$ cat src/rtl/ripple_carry_adder4.sv
// ripple_carry_adder4: registered WIDTH-bit adder built from an explicit chain
// of 1-bit full adders, with carry-in, carry-out and a one-cycle valid strobe.
// Optional feature: define RCA_OVERFLOW_EN to add a registered two's-complement
// signed overflow output.
module ripple_carry_adder4 #(
  parameter int WIDTH = 4
) (
  input  logic             clk,
  input  logic             rst,
  input  logic             in_valid,
  input  logic [WIDTH-1:0] a,
  input  logic [WIDTH-1:0] b,
  input  logic             carry_in,
`ifdef RCA_OVERFLOW_EN
  output logic             overflow,
`endif
  output logic [WIDTH-1:0] s,
  output logic             carry_out,
  output logic             out_valid
);

  // Stage p0: combinational ripple chain straight from the input pins.
  logic [WIDTH-1:0] sum_p0;
  logic             carry_p0;
  logic             carry_msb_in_p0;

  // Ripple the carry bit by bit; a single running variable keeps the chain
  // free of self-referencing vector bits.
  always_comb begin
    logic c;
    sum_p0          = '0;
    carry_msb_in_p0 = carry_in;
    c               = carry_in;
    for (int i = 0; i < WIDTH; i++) begin
      carry_msb_in_p0 = c;
      sum_p0[i]       = a[i] ^ b[i] ^ c;
      c               = (a[i] & b[i]) | (c & (a[i] ^ b[i]));
    end
    carry_p0 = c;
  end

  // Stage p1: result registers. Reset wins over in_valid; with in_valid low
  // the data registers hold so undriven operands cannot disturb them.
  always_ff @(posedge clk) begin
    if (rst) begin
      s         <= '0;
      carry_out <= 1'b0;
      out_valid <= 1'b0;
    end else begin
      out_valid <= in_valid;
      if (in_valid) begin
        s         <= sum_p0;
        carry_out <= carry_p0;
      end
    end
  end

`ifdef RCA_OVERFLOW_EN
  // Signed overflow: carry into the MSB differs from carry out of the MSB.
  always_ff @(posedge clk) begin
    if (rst) begin
      overflow <= 1'b0;
    end else if (in_valid) begin
      overflow <= carry_p0 ^ carry_msb_in_p0;
    end
  end
`else
  logic unused_ok;
  assign unused_ok = carry_msb_in_p0;
`endif

endmodule

$ cat config.mk
export PLATFORM = sky130hd
export DESIGN_NAME = ripple_carry_adder4
export DESIGN_NICKNAME = d
export VERILOG_FILES = /design/src/rtl/ripple_carry_adder4.sv
export SDC_FILE = /design/constraint.sdc
export NUM_CORES = 1
export LEC_CHECK = 0
export ABC_AREA = 1
export BUFFER_PORTS_ARGS = -buffer_cell sky130_fd_sc_hd__buf_4
export CAP_MARGIN = 20
export CELL_PAD_IN_SITES_DETAIL_PLACEMENT = 0
export CELL_PAD_IN_SITES_GLOBAL_PLACEMENT = 2
export CORE_MARGIN = 4
export CORE_UTILIZATION = 20
export DETAILED_ROUTE_END_ITERATION = 12
export GPL_TIMING_DRIVEN = 0
export PLACE_DENSITY = 0.8
export SLEW_MARGIN = 20
export SYNTH_ARGS = -nofsm -noshare
export SYNTH_HDL_FRONTEND = slang
export SYNTH_SLANG_ARGS = --single-unit
$ cat constraint.sdc
create_clock -name clk -period 2.8 [get_ports clk]
set_input_delay 0.84 -clock clk [delete_from_list [all_inputs] [get_ports clk]]
set_output_delay 0.84 -clock clk [all_outputs]
set_load 0.005 [all_outputs]
Word-level counts from Yosys, hierarchy flattened --
Cells that the tools add are included.
Word-level totals: input bits 12, register bits 6
Operators by class: bitwise operators 20
Operators with widths (number):
- 1-bit AND | 8
- 1-bit XOR | 8
- 1-bit OR | 4

Depth between registers and ports, before layout --
Gate-level depths: netlist of the first run.
depth in word-level cells 9, depth in mapped cells 10, gate-level depth less buffers 10

Worst setup path after synthesis of the first run --
OpenSTA, ideal clock, no wires.
path type input to register, from input port a[0], to register s[3], arrival 2.466 ns, stages 10, path buffers 0, path slack 0.270 ns, cell sequence fa_1 inv_1 fa_1 inv_1 fa_1 inv_1 fa_1 nand2_1 nand2_1 nor2_1
On the way: word-level cells in the longest chain between the ends 8, elaborated cells on any way between the ends 9
Ends and longest elaborated chain:
- start, declared | RTL line 11 | input logic [WIDTH-1:0] a,
- 1-bit XOR | RTL line 37 | c = (a[i] & b[i]) | (c & (a[i] ^ b[i]));
- 1-bit AND | RTL line 37
- 1-bit OR * | RTL line 37
- 1-bit AND * | RTL line 37
- 1-bit OR * | RTL line 37
- 1-bit AND * | RTL line 37
- 1-bit OR * | RTL line 37
- 1-bit XOR * | RTL line 36 | sum_p0[i] = a[i] ^ b[i] ^ c;
- end signal, assigned | RTL line 52 | s <= sum_p0;
- end, declared | RTL line 17 | output logic [WIDTH-1:0] s,
Mark *: on every way between the ends. The rest lies on a longest branch, timed or not. A chain may end at the register's enable or synchronous reset.

Final worst setup path of the first run --
Ends and elaborated chain as after synthesis.

==> flow_summary.yaml, run 1 <==
pwr:
  comb_power_share_pct: 23.9
  p_per_area_mw_per_mm2: 460
  pwr-share-seq_pct: 41.7
  p_leak_nw: 0.290
  clkPwrFrac_pct: 34.4
  switchingPower_uw: 59.0
  power_switching_share_pct: 25.4
  peakVddDrop_mv: 0.239
  internal_power_uw: 173
cts:
  clk_latency_ns: 0.24
  numCtsBuffers: 3
  numClockSinks: 6
  cts_tree: "built"
  clockRootBuffer: "clkbuf_4"
  cts_hold_buf: 0
  clockBufferDepth: 2
  cts_setup_buffers: 0
  ctsHtreeMaxLevel: 1
  post_cts_resize_count: 0
  clkTransAtPathRegs_ns: 0.05
setup_path:
  critical_path.cell_chain: "buf_4, fa_1, inv_1, fa_1, inv_1, fa_1, inv_1, fa_1, nand2_1, nand2_1, nor2_1"
  reg2reg_depth: 2
  critPathKind: "primary input to flop"
  reg2reg_from: "carry_out"
  r2r-end: "carry_out"
  worstPathArrival_ns: 2.65
  r2r_slack_ns: 2.25
  worstPathMaxFanout: 1
  crit_path_start_kind: "primary input"
  crit_end: "s[3]"
  cpPeakStageDelay_ns: 0.41
  endpoint_kind: "flop"
  crit_path_frequent_cell: "fa_1"
  crit_required_ns: 2.98
  crit_path_start: "a[0]"
  cp_slowest_cell: "fa_1"
synthesis:
  ys_seq_area_share_pct: 36.0
  syn_inst: 43
  yosysWarnings: 0
  synthDistinctLibCells: 7
  syn_nets: 59
  synth-seq-cells: 6
  avgSynthCellArea_um2: 7.77
  syn_area_um2: 334
sta:
  relSlewSlack_pct: 90.0
  fmax_mhz: 405
  setup-violations-final: 0
  hold_viol_final: 0
  tightest_slew_ns: 0.150
  min_period_ns: 2.47
  finalCritPeriodShare_pct: 88.2
  skew_ns: 0
  grt_setup_unrepaired: "no"
  holdWs_ns: 0.466
  final-max-slew-violation-count: 0
  finalSetupTns_ns: 0
floorplanning:
  die_w_um: 48.9
  core-area_mm2: 0.00154
  die-area_mm2: 0.00239
  dieHeight_um: 48.9
  rows: 14
  start_util_pct: 21.7
  io-pin-count: 18
route:
  vias: 300
  routed_wirelength_um: 651
  wl_per_cell_um: 8.24
  routed_via_density: 3.80
  detail_route.first_pass.iterations: 2
  drtIter0Drc: 1
  ant_nets: 0
  drc: 0
cells_and_area:
  multi_input_area_um2: 161
  mostFrequentLayoutCells: "buf_4 (17), inv_1 (11), nor2_1 (11)"
  final_layout_size_suffix_gt1_share_pct: 34.9
  diodes: 0
  nNetsFinal: 81
  final.fill_count: 177
  final_common_cell: "buf_4"
  seqCellArea_um2: 120
  area_growth_pct: 50.9
global_routing:
  grt_max_degree: 11
  met3_usage_pct: 5.20
  grt_overflow: 0
  use_met1_pct: 7.04
  top_usage_layer: "met2"
  antenna_found_initial: 0
  grt_pass1_vias: 299
  grt_use_total_pct: 6.41
  grt.met2_usage_pct: 9.57
  grt_pass1_wl_um: 1160
outcome:
  status: "finished, final reports clean"
placement:
  io_buffers: 17
  gp_congestion: 0.613
  place_hpwl_um: 544
min_path:
  hold_path_depth: 2
  holdCritPathClass: "flop to flop"
job:
  cap_violations: 0
registers in the layout (all words and copies together), names as in the netlist:
signal     flops
carry_out      1
out_valid      1
s              4
cell type report:
class / instances / area share, %
Sequential cell: 6 / 23.8
Timing Repair Buffer: 17 / 25.3
Tap cell: 16 / 3.97
Clock buffer: 3 / 4.47
Inverter: 11 / 8.19
Multi-Input combinational cell: 25 / 32.0
Buffer: 1 / 2.23
critical path, delay by kind of cell:
kind          cells  cell delay (ns)
buf+inv           4             0.32
fa+ha+maj         4             1.31
simple gates      3             0.20
power groups by stage:
stage	Sequential, mW	Combinational (mW)	Clock (mW)
6_report	0.0967	0.0556	0.0798
5_1_grt	0.0978	0.0660	0.0899
4_1_cts	0.0970	0.0576	0.0845
3_5_place_dp	0.0985	0.0576	0
3_3_place_gp	0.0983	0.0573	0
2_1_floorplan	0.0988	0.0274	0
logic make-up (layout without fill, tap and decap cells):
logic type                 Yosys count  count (layout)  synth area share (%)
and+or+nand+nor                     21              21                  24.3
buffers and inverters               12              32                  15.7
adders and majority gates            4               4                  24.0
DFF                                  6               6                  36.0
metal layers:
layer  up-vias  part of all wire [%]
met4         0                     0
met2        10                    49
met5         -                     0
met3         0                    10
met1       130                    41
li1        160                     -
worst min path at each step:
stage	startpoint	endpoint	slack, ns
global route	s[3]	s[3]	0.49
detailed placement	s[0]	s[0]	0.46
floorplan	s[0]	s[0]	0.47
finish	s[0]	s[0]	0.47
global placement	s[0]	s[0]	0.46
CTS	s[0]	s[0]	0.47
stage by stage:
step | setup slack (ns) | cell area, um^2 | total power, mW | instances | utilization, %
6_report | 0.329 | 504 | 0.232 | 79 | 32.7
5_1_grt | 0.194 | 504 | 0.254 | 79 | 32.7
4_1_cts | 0.307 | 504 | 0.239 | 79 | 32.7
3_5_place_dp | 0.0559 | 482 | 0.156 | 76 | 31.3
3_3_place_gp | 0.0666 | 482 | 0.156 | 76 | 31.3
2_1_floorplan | 0.270 | 334 | 0.126 | 43 | -
synth_stat cells (all sizes together):
| master | instances | area, um^2 |
|---|---|---|
| buf | 1 | 11.3 |
| nor2 | 11 | 41.3 |
| dfxtp | 6 | 120 |
| nand2 | 10 | 40.0 |
| fa | 4 | 80.1 |
| inv | 11 | 41.3 |
No activity file was read; power rests on OpenSTA's default activity.
==> run 2: changes to the inputs <==
REMOVE_ABC_BUFFERS = 1   (was not set)
==> flow_summary.yaml, run 2 (synthesis results as in run 1) <==
outcome:
  status: "finished, final reports clean"
cells_and_area:
  largestRegisters: "s x4, carry_out x1, out_valid x1"
  area_growth_pct: 47.6
  top_register: "s"
  multi_input_area_um2: 161
  final_common_cell: "buf_4"
  nNetsFinal: 80
  final_layout_size_suffix_gt1_share_pct: 33.9
  diodes: 0
  final.fill_count: 179
  seqCellArea_um2: 120
  mostFrequentLayoutCells: "buf_4 (17), inv_1 (11), nor2_1 (11)"
  largest_reg_flops: 4
cts:
  numCtsBuffers: 3
  post_cts_resize_count: 0
  clk_latency_ns: 0.25
  numClockSinks: 6
  clockRootBuffer: "clkbuf_4"
  clkTransAtPathRegs_ns: 0.05
  cts_tree: "built"
  ctsHtreeMaxLevel: 1
  clockBufferDepth: 2
  cts_hold_buf: 0
  cts_setup_buffers: 0
setup_path:
  cp_slowest_cell: "fa_1"
  worstPathMaxFanout: 1
  crit_path_start: "a[0]"
  reg2reg_depth: 2
  r2r_slack_ns: 2.26
  critical_path.cell_chain: "buf_4, fa_1, inv_1, fa_1, inv_1, fa_1, inv_1, fa_1, nand2_1, nand2_1, nor2_1"
  crit_required_ns: 2.99
  reg2reg_from: "carry_out"
  endpoint_kind: "flop"
  critPathKind: "primary input to flop"
  crit_path_start_kind: "primary input"
  worstPathArrival_ns: 2.67
  cpPeakStageDelay_ns: 0.41
  crit_path_frequent_cell: "fa_1"
  crit_end: "s[3]"
  r2r-end: "carry_out"
floorplanning:
  dieHeight_um: 48.9
  die-area_mm2: 0.00239
  die_w_um: 48.9
  start_util_pct: 21.7
  rows: 14
  io-pin-count: 18
  core-area_mm2: 0.00154
pwr:
  p_per_area_mw_per_mm2: 471
  switchingPower_uw: 60.1
  peakVddDrop_mv: 0.181
  p_leak_nw: 0.284
  power_switching_share_pct: 25.9
  comb_power_share_pct: 23.7
  clkPwrFrac_pct: 34.7
  pwr-share-seq_pct: 41.6
  internal_power_uw: 172
sta:
  relSlewSlack_pct: 88.9
  skew_ns: 0
  fmax_mhz: 402
  holdWs_ns: 0.469
  grt_setup_unrepaired: "no"
  final-max-slew-violation-count: 0
  min_period_ns: 2.48
  tightest_slew_ns: 0.167
  finalSetupTns_ns: 0
  setup-violations-final: 0
  hold_viol_final: 0
  finalCritPeriodShare_pct: 88.7
placement:
  gp_congestion: 0.655
  io_buffers: 17
  place_hpwl_um: 541
min_path:
  holdCritPathClass: "flop to flop"
route:
  drc: 0
  routed_wirelength_um: 658
  drtIter0Drc: 1
  routed_via_density: 3.81
  detail_route.first_pass.iterations: 2
  vias: 297
  wl_per_cell_um: 8.44
  ant_nets: 0
global_routing:
  grt_pass1_vias: 297
  grt_use_total_pct: 6.54
  antenna_found_initial: 0
  grt_max_degree: 12
  grt_overflow: 0
  grt_pass1_wl_um: 1150
job:
  cap_violations: 0
run 2: cell type report:
| cell class | instances | share of cell area, % |
|---|---|---|
| multi-input combinational | 25 | 32.7 |
| timing repair buffer | 17 | 25.9 |
| sequential | 6 | 24.4 |
| inverter | 11 | 8.38 |
| clock buffer | 3 | 4.57 |
| tap | 16 | 4.06 |
run 2: power by group through the flow:
stage                     sequential (mW)  clock, mW  combinational, mW
after floorplan                    0.0988          0             0.0246
after global placement             0.0982          0             0.0552
after detailed placement           0.0982          0             0.0566
after CTS                          0.0966     0.0878             0.0569
after global routing               0.0972     0.0933             0.0639
final                              0.0965     0.0807             0.0551
run 2: how the worst min path moves through the flow:
| stage | slack [ns] | cells past startpoint | start | end |
|---|---|---|---|---|
| CTS | 0.47 | 2 | s[0] | s[0] |
| floorplan | 0.47 | 2 | s[0] | s[0] |
| global placement | 0.46 | 2 | s[0] | s[0] |
| detailed placement | 0.46 | 2 | s[0] | s[0] |
| global route | 0.49 | 2 | s[0] | s[0] |
| finish | 0.47 | 2 | s[3] | s[3] |
run 2: per-stage QoR:
step,std cells,utilization (%),cell area (um^2),setup WS (ns),power [mW]
floorplan,42,-,323,0.270,0.123
global placement,75,30.5,470,0.0792,0.153
detailed placement,75,30.5,470,0.0325,0.155
CTS,78,32.0,493,0.297,0.241
global route,78,32.0,493,0.191,0.254
finish,78,32.0,493,0.315,0.232
run 2: critical path: cells and delay by family:
kind | cells | cell delay (ns)
buffers and inverters | 4 | 0.31
adders and majority gates | 4 | 1.32
and+or+nand+nor | 3 | 0.20
run 2: per-layer routing:
metal / global-route usage [%] / vias to the layer above / share of wire [%]
met5: 0 / - / 0
met4: 4.04 / 0 / 1.4
met3: 5.20 / 2 / 12
met2: 10.7 / 13 / 49
met1: 5.38 / 126 / 37
li1: - / 156 / -
